--- config.mk ---
export PLATFORM = sky130hd
export DESIGN_NAME = alarm_controller
export DESIGN_NICKNAME = d
export VERILOG_FILES = /design/src/rtl/alarm_controller.sv
export SDC_FILE = /design/constraint.sdc
export NUM_CORES = 1
export LEC_CHECK = 0
export CAP_MARGIN = 20
export CORE_UTILIZATION = 30
export CTS_CLUSTER_DIAMETER = 150
export CTS_CLUSTER_SIZE = 12
export DETAILED_ROUTE_END_ITERATION = 6
export GPL_TIMING_DRIVEN = 0
export PLACE_DENSITY_LB_ADDON = 0.25
export RECOVER_POWER = 100
export SYNTH_ARGS = -nofsm -noshare
export SYNTH_HDL_FRONTEND = slang
export SYNTH_SLANG_ARGS = --single-unit
--- constraint.sdc ---
create_clock -name clock -period 2.75 [get_ports clock]
set_input_delay 0.4125 -clock clock [delete_from_list [all_inputs] [get_ports clock]]
set_output_delay 0.4125 -clock clock [all_outputs]
set_load 0.02 [all_outputs]
--- src/rtl/alarm_controller.sv ---
// alarm_controller: anti-theft FSM that arms, triggers and sounds the siren.
// Ports: clock/reset, ignition and door inputs, reprogram port, timer handshake, siren/LED/state outputs.
module alarm_controller #(
   parameter logic [3:0] T_ARM_DEFAULT    = 4'd6,
   parameter logic [3:0] T_DRIVER_DEFAULT = 4'd8,
   parameter logic [3:0] T_PASS_DEFAULT   = 4'd15,
   parameter logic [3:0] T_ALARM_DEFAULT  = 4'd10
) (
   input  logic       clock,
   input  logic       reset,
   input  logic       ignition,
   input  logic       door_driver,
   input  logic       door_pass,
   input  logic       reprogram,
   input  logic [1:0] time_param_sel,
   input  logic [3:0] time_value,
   input  logic       expired,
   input  logic       one_hz_enable,
   output logic       start_timer,
   output logic [3:0] value,
   output logic       siren_en,
   output logic       status_led,
   output logic [2:0] state_out
);

   localparam logic [2:0] ARMED           = 3'd0;
   localparam logic [2:0] TRIGGERED       = 3'd1;
   localparam logic [2:0] SIREN           = 3'd2;
   localparam logic [2:0] DISARMED        = 3'd3;
   localparam logic [2:0] WAIT_DOOR_CLOSE = 3'd4;
   localparam logic [2:0] WAIT_ARM        = 3'd5;

   localparam logic [1:0] SEL_ARM    = 2'd0;
   localparam logic [1:0] SEL_DRIVER = 2'd1;
   localparam logic [1:0] SEL_PASS   = 2'd2;
   localparam logic [1:0] SEL_ALARM  = 2'd3;

   logic [3:0] t_arm;
   logic [3:0] t_driver;
   logic [3:0] t_pass;
   logic [3:0] t_alarm;

   logic [2:0] state;
   logic [2:0] state_nxt;
   logic       launch;
   logic [1:0] launch_sel;
   logic [3:0] launch_val;
   logic       led_nxt;
   logic       exp_valid;
   logic       any_door;

   // The timer still reports its idle expired=1 while the start pulse is
   // out, so expiry only counts once the pulse has been seen by the timer.
   assign exp_valid = expired & ~start_timer;
   assign any_door  = door_driver | door_pass;
   assign state_out = state;

   // Programmable interval registers
   always_ff @(posedge clock or posedge reset) begin
      if (reset) begin
         t_arm    <= T_ARM_DEFAULT;
         t_driver <= T_DRIVER_DEFAULT;
         t_pass   <= T_PASS_DEFAULT;
         t_alarm  <= T_ALARM_DEFAULT;
      end else if (reprogram) begin
         unique case (time_param_sel)
            SEL_ARM:    t_arm    <= time_value;
            SEL_DRIVER: t_driver <= time_value;
            SEL_PASS:   t_pass   <= time_value;
            SEL_ALARM:  t_alarm  <= time_value;
            default:    t_arm    <= time_value;
         endcase
      end
   end

   // Next-state and interval launch selection
   always_comb begin
      state_nxt  = state;
      launch     = 1'b0;
      launch_sel = SEL_ARM;
      if (reprogram) begin
         state_nxt = ARMED;
      end else begin
         unique case (state)
            ARMED: begin
               if (ignition) begin
                  state_nxt = DISARMED;
               end else if (door_driver) begin
                  state_nxt  = TRIGGERED;
                  launch     = 1'b1;
                  launch_sel = SEL_DRIVER;
               end else if (door_pass) begin
                  state_nxt  = TRIGGERED;
                  launch     = 1'b1;
                  launch_sel = SEL_PASS;
               end
            end
            TRIGGERED: begin
               if (ignition) begin
                  state_nxt = DISARMED;
               end else if (exp_valid) begin
                  state_nxt  = SIREN;
                  launch     = 1'b1;
                  launch_sel = SEL_ALARM;
               end
            end
            SIREN: begin
               if (ignition) begin
                  state_nxt = DISARMED;
               end else if (exp_valid) begin
                  if (any_door) begin
                     launch     = 1'b1;
                     launch_sel = SEL_ALARM;
                  end else begin
                     state_nxt = ARMED;
                  end
               end
            end
            DISARMED: begin
               if (!ignition && door_driver) begin
                  state_nxt = WAIT_DOOR_CLOSE;
               end
            end
            WAIT_DOOR_CLOSE: begin
               if (ignition) begin
                  state_nxt = DISARMED;
               end else if (!any_door) begin
                  state_nxt  = WAIT_ARM;
                  launch     = 1'b1;
                  launch_sel = SEL_ARM;
               end
            end
            WAIT_ARM: begin
               if (ignition) begin
                  state_nxt = DISARMED;
               end else if (any_door) begin
                  state_nxt = WAIT_DOOR_CLOSE;
               end else if (exp_valid) begin
                  state_nxt = ARMED;
               end
            end
            default: begin
               state_nxt = ARMED;
            end
         endcase
      end
   end

   // Interval value read straight from the parameter registers
   always_comb begin
      launch_val = t_arm;
      unique case (launch_sel)
         SEL_ARM:    launch_val = t_arm;
         SEL_DRIVER: launch_val = t_driver;
         SEL_PASS:   launch_val = t_pass;
         SEL_ALARM:  launch_val = t_alarm;
         default:    launch_val = t_arm;
      endcase
   end

   // LED follows the destination state; TRIGGERED blinks on the 1 Hz tick
   // but always lights on entry.
   always_comb begin
      led_nxt = 1'b1;
      unique case (state_nxt)
         ARMED:     led_nxt = 1'b1;
         SIREN:     led_nxt = 1'b1;
         TRIGGERED: begin
            if (state == TRIGGERED) begin
               led_nxt = status_led ^ one_hz_enable;
            end else begin
               led_nxt = 1'b1;
            end
         end
         default:   led_nxt = 1'b0;
      endcase
   end

   // Registered state and outputs
   always_ff @(posedge clock or posedge reset) begin
      if (reset) begin
         state       <= ARMED;
         start_timer <= 1'b0;
         value       <= 4'd0;
         siren_en    <= 1'b0;
         status_led  <= 1'b1;
      end else begin
         state       <= state_nxt;
         start_timer <= launch;
         if (launch) begin
            value <= launch_val;
         end
         siren_en    <= (state_nxt == SIREN);
         status_led  <= led_nxt;
      end
   end

endmodule

* After elaboration in Yosys (flattened, before gate mapping)
Cells that the tools add are included.
** Operators by class
- Multiplexer cells :: 41
- Reductions and logical operators :: 11
- Bitwise logic cells :: 4
- Equal/unequal tests :: 13
** Operator list (count)
- $mux W3 :: 15
- $mux W2 :: 9
- $pmux W3 S6 :: 1
- $pmux W4 S4 :: 1
- $mux W1 :: 12
- $eq A3 B2 Y1 const B :: 3
- $eq A2 B2 Y1 const B :: 4
- $reduce_and A2 Y1 :: 4
- $eq A3 B1 Y1 const B :: 2
- $eq A3 B3 Y1 const B :: 2
- $logic_not A3 Y1 :: 2
- $pmux W2 S3 :: 1
- $eq A2 B1 Y1 const B :: 2
- $logic_not A2 Y1 :: 2
- $pmux W1 S4 :: 1
- $pmux W1 S2 :: 1
- $reduce_or A2 Y1 :: 1
- $and A1 B1 Y1 :: 1
- $logic_and A1 B1 Y1 :: 1
- $logic_not A1 Y1 :: 1
- $not A1 Y1 :: 1
- $or A1 B1 Y1 :: 1
- $xor A1 B1 Y1 :: 1
** Storage, ports and cells
- Output and inout bits :: 10
- Bits in registers :: 26

* Depth between registers and ports, before layout
- Word-level depth :: 10
- Mapped depth :: 6

* Least setup slack after synthesis
Ideal clock, no wire load.
- Path type :: register to register
- Start point :: register state[2], in the netlist state_out[2]
- End point :: register value[0]
- Cell stages (with the launch flop) :: 6
- Slack :: 0.904 ns
- Setup time :: 0.125 ns
- Path buffers :: 1
- Arrival time :: 1.721 ns
- Path through :: dfrtp_1 -> clkbuf_1 -> nor3_1 -> and3b_1 -> o21ai_1 -> mux2_2
** On the way
- Longest elaborated chain between the ends :: 5
** RTL lines
- from (decl) :: line 43 : logic [2:0] state;
- from (signal assigned) :: line 188 : state <= state_nxt;
- $eq A3 B2 Y1, or another cell as far along :: line 84 : unique case (state)
- $pmux W2 S3 :: line 84
- $mux W2 :: line 81 : if (reprogram) begin
- $eq A2 B2 Y1, or another cell as far along :: line 152 : unique case (launch_sel)
- $pmux W4 S4 :: line 152
- to (signal assigned) :: line 191 : value <= launch_val;
- to (decl) :: line 20 : output logic [3:0] value,
Several ways; a longest one is shown, not always the timed one.
A chain may end at the register's enable or synchronous reset.

* Worst setup path in the final report
- Start point :: input port door_pass
- End point :: register value[2]
** On the way
- Longest elaborated chain between the ends :: 8
** RTL lines
- from (decl) :: line 13 : input logic door_pass,
- $or A1 B1 Y1 :: line 55 : assign any_door = door_driver | door_pass;
- $mux W2 :: line 111 : if (any_door) begin
- $mux W2 :: line 110 : end else if (exp_valid) begin
- $mux W2 :: line 108 : if (ignition) begin
- $pmux W2 S3 :: line 84
- $mux W2 :: line 81
- $eq A2 B2 Y1, or another cell as far along :: line 152
- $pmux W4 S4 :: line 152
Several ways; a longest one is shown, not always the timed one.

==> reports/qor.yml <==
run_status: "finished, final reports clean"
grt_pass1_vias: 1029
crit_arrival_ps: 2480
syn_area_sq_um: 1361
cts_tree: "built"
yosysMostFrequentCell: "mux2_2"
hold_class: "register to register"
wire_per_inst_microns: 14.44
endpoint: "value[2]"
clockRootBuffer: "clkbuf_8"
clkLatencyLatePin_ps: 270
yosysSeqAreaShare_pct: 48.71
reg2reg_to: "value[2]"
fin_tns_setup_ps: 0
drtAntennaViolNets: 0
syn-mean-instance-area_sq_um: 11.07
avgViaCountPerCell: 5.094
antenna_found_initial: 0
finalCritPeriodShare_pct: 84.24
swShare_pct: 28.91
synthDistinctLibCells: 37
worstMarginPinSlew_ps: 1321
hold_path_startpoint: "value[1]"
place_congestion: 0.8382
ys.warnings.count: 0
synth-seq-cells: 26
synthTopCellsByArea: "dfrtp_1 (29%), dfstp_2 (19%), mux2_2 (17%)"
coreArea_sq_um: 4354
clk_path_buf_depth: 2
worstSetupStartpoint: "door_pass"
dp_hpwl_microns: 2268
rr_startpoint: "state_out[2]"
fin_util_pct: 39.17
setup_viol: 0
drt_iter0_markers: 46
htreeDepth: 1
endpoint_kind: "register"
p_seq_share_pct: 48.9
drive_gt1_share_pct: 26.67
placed_area_sq_um: 1647
die_h_microns: 69.36
rsz0062_at_grt: "no"
stdcell_area_sq_um: 1705
power_density_nw_per_um2: 633.2
crit_fanout: 6
reg2reg_slack_ps: 600
drt_wl_total_microns: 2917
path_clk_slew_ps: 90
ys.flop_type: "dfrtp_1"
crit_type: "primary input to register"
cts.sinks: 26
rows: 24
start_util_pct: 31.26
synth_top_area_share_pct: 29.41
yosys-top-cells-count: "mux2_2 (20), dfrtp_1 (16), a21oi_1 (10), dfstp_2 (10)"
dp_slack_ps: 265.3
p_int_uw: 767.6
track_usage_pct: 13.07
synth_top_cell_by_area: "dfrtp_1"
power.share.combinational_pct: 28.6
die_x_microns: 69.36
ys_async_sr_fraction_pct: 100.0
synth-edff-count: 0
route.detailed.drc: 0
finClkSkew_ps: 1.184
p_clk_share_pct: 22.6
grt_max_degree: 27
leakage_uw: 0.0006904
period_minus_slack_ps: 2317
ff2ff_path_depth: 5
timing.final.hold_violations: 0
power.net_switching_uw: 312.2
fill_cells: 422
slew_headroom_pct: 11.94
num_vias: 1029
synth_cells: 123
irDropWorstVdd_v: 0.0003066
achievable-frequency_mhz: 431.7
layout.nets: 165
first_pass_iters: 4
numPortBuffers: 22
startpoint_type: "primary input"
syn2layout_area_growth_pct: 25.28
hold_buffers: 0
setup_ws_ps: 433.4
diodes: 0
cp.required_ps: 2910
ios: 24
cts_resized: 0
die-area_sq_um: 4811
synthesis.nets: 137
cts_made_buffers: 3
slew_violations: 0
overflow: 0
postCtsSetupBuffers: 0
maxCapViolCount: 0
grt_pass1_wl_microns: 5030
[per-stage QoR]
step / power [uW] / hold WS, ps / cells
2_1_floorplan: 721.9 / 445.1 / 123
3_3_place_gp: 853.5 / 493.3 / 197
3_5_place_dp: 863.5 / 492.6 / 197
4_1_cts: 1112 / 513.8 / 201
5_1_grt: 1147 / 539.2 / 202
6_report: 1080 / 506.0 / 202
[kinds of logic after synthesis]
| kind of cell | share of synthesized area, % |
|---|---|
| AOI/OAI and AO/OA | 16.55 |
| buffers and inverters | 4.044 |
| adders and majority gates | 0.7353 |
| and+or+nand+nor | 12.78 |
| xor gates and xnor gates | 0.6435 |
| muxes | 16.54 |
| DFF | 48.71 |
[per-layer routing]
| layer | vias up | global-route usage [%] | routed length, microns |
|---|---|---|---|
| li1 | 508 | - | - |
| met1 | 497 | 17.66 | 1401 |
| met2 | 20 | 21.36 | 1380 |
| met3 | 4 | 2.180 | 97 |
| met4 | 0 | 4.082 | 38 |
| met5 | - | 0 | 0 |
[power groups by stage]
stage / sequential, uW / combinational [uW] / clock, uW
finish: 528 / 309 / 244
global placement: 534 / 320 / 0
global route: 540 / 336 / 271
floorplan: 567 / 154 / 0
CTS: 530 / 327 / 255
detailed placement: 538 / 326 / 0
[worst min path at each step]
stage	end	slack, ps	cells past startpoint
floorplan	siren_en	450	1
global placement	value[2]	490	1
detailed placement	value[1]	490	1
CTS	value[1]	510	1
global route	t_alarm[2]	540	1
finish	value[1]	510	1
[final cells by class]
type                    count  area, sq um  share of cell area, %
plain buffers               7        32.53                  1.908
clock buffers               4        55.05                  3.228
inverters                   6        22.52                  1.321
multi-input cells          84        643.1                  37.71
flip-flops and latches     26        663.1                  38.88
well taps                  52        65.06                  3.815
repair buffers             23        224.0                  13.13
[critical path: stages]
cell,delay (ps)
dlygate4sd3_1,640
nor2_4,190
o21a_1,250
nor2_1,50
o21ai_0,530
mux2_2,400
[sequential cells by signal, summed over array words and instances, names as in the netlist]
name         count
t_driver         4
siren_en         1
start_timer      1
value            4
status_led       1
t_alarm          4
state_out        3
t_arm            4
t_pass           4
[layout by cell type, fill, tap and decap left out, drive strengths merged, types with 2 or more instances in the layout]
| cell | instances |
|---|---|
| clkdlybuf4s50 | 9 |
| or4b | 2 |
| a211o | 3 |
| o21ai | 4 |
| clkbuf | 9 |
| dfstp | 10 |
| dlygate4sd3 | 13 |
| nor3 | 4 |
| o32ai | 2 |
| mux2 | 20 |
| nand3b | 3 |
| a211oi | 5 |
| dfrtp | 16 |
| nand2 | 2 |
| inv | 6 |
| nand2b | 3 |
| nand3 | 2 |
| a21oi | 10 |
| buf | 3 |
| o31ai | 3 |
| a31oi | 2 |
| nor2 | 7 |
Note: power is estimated with default switching activity, not from simulation.
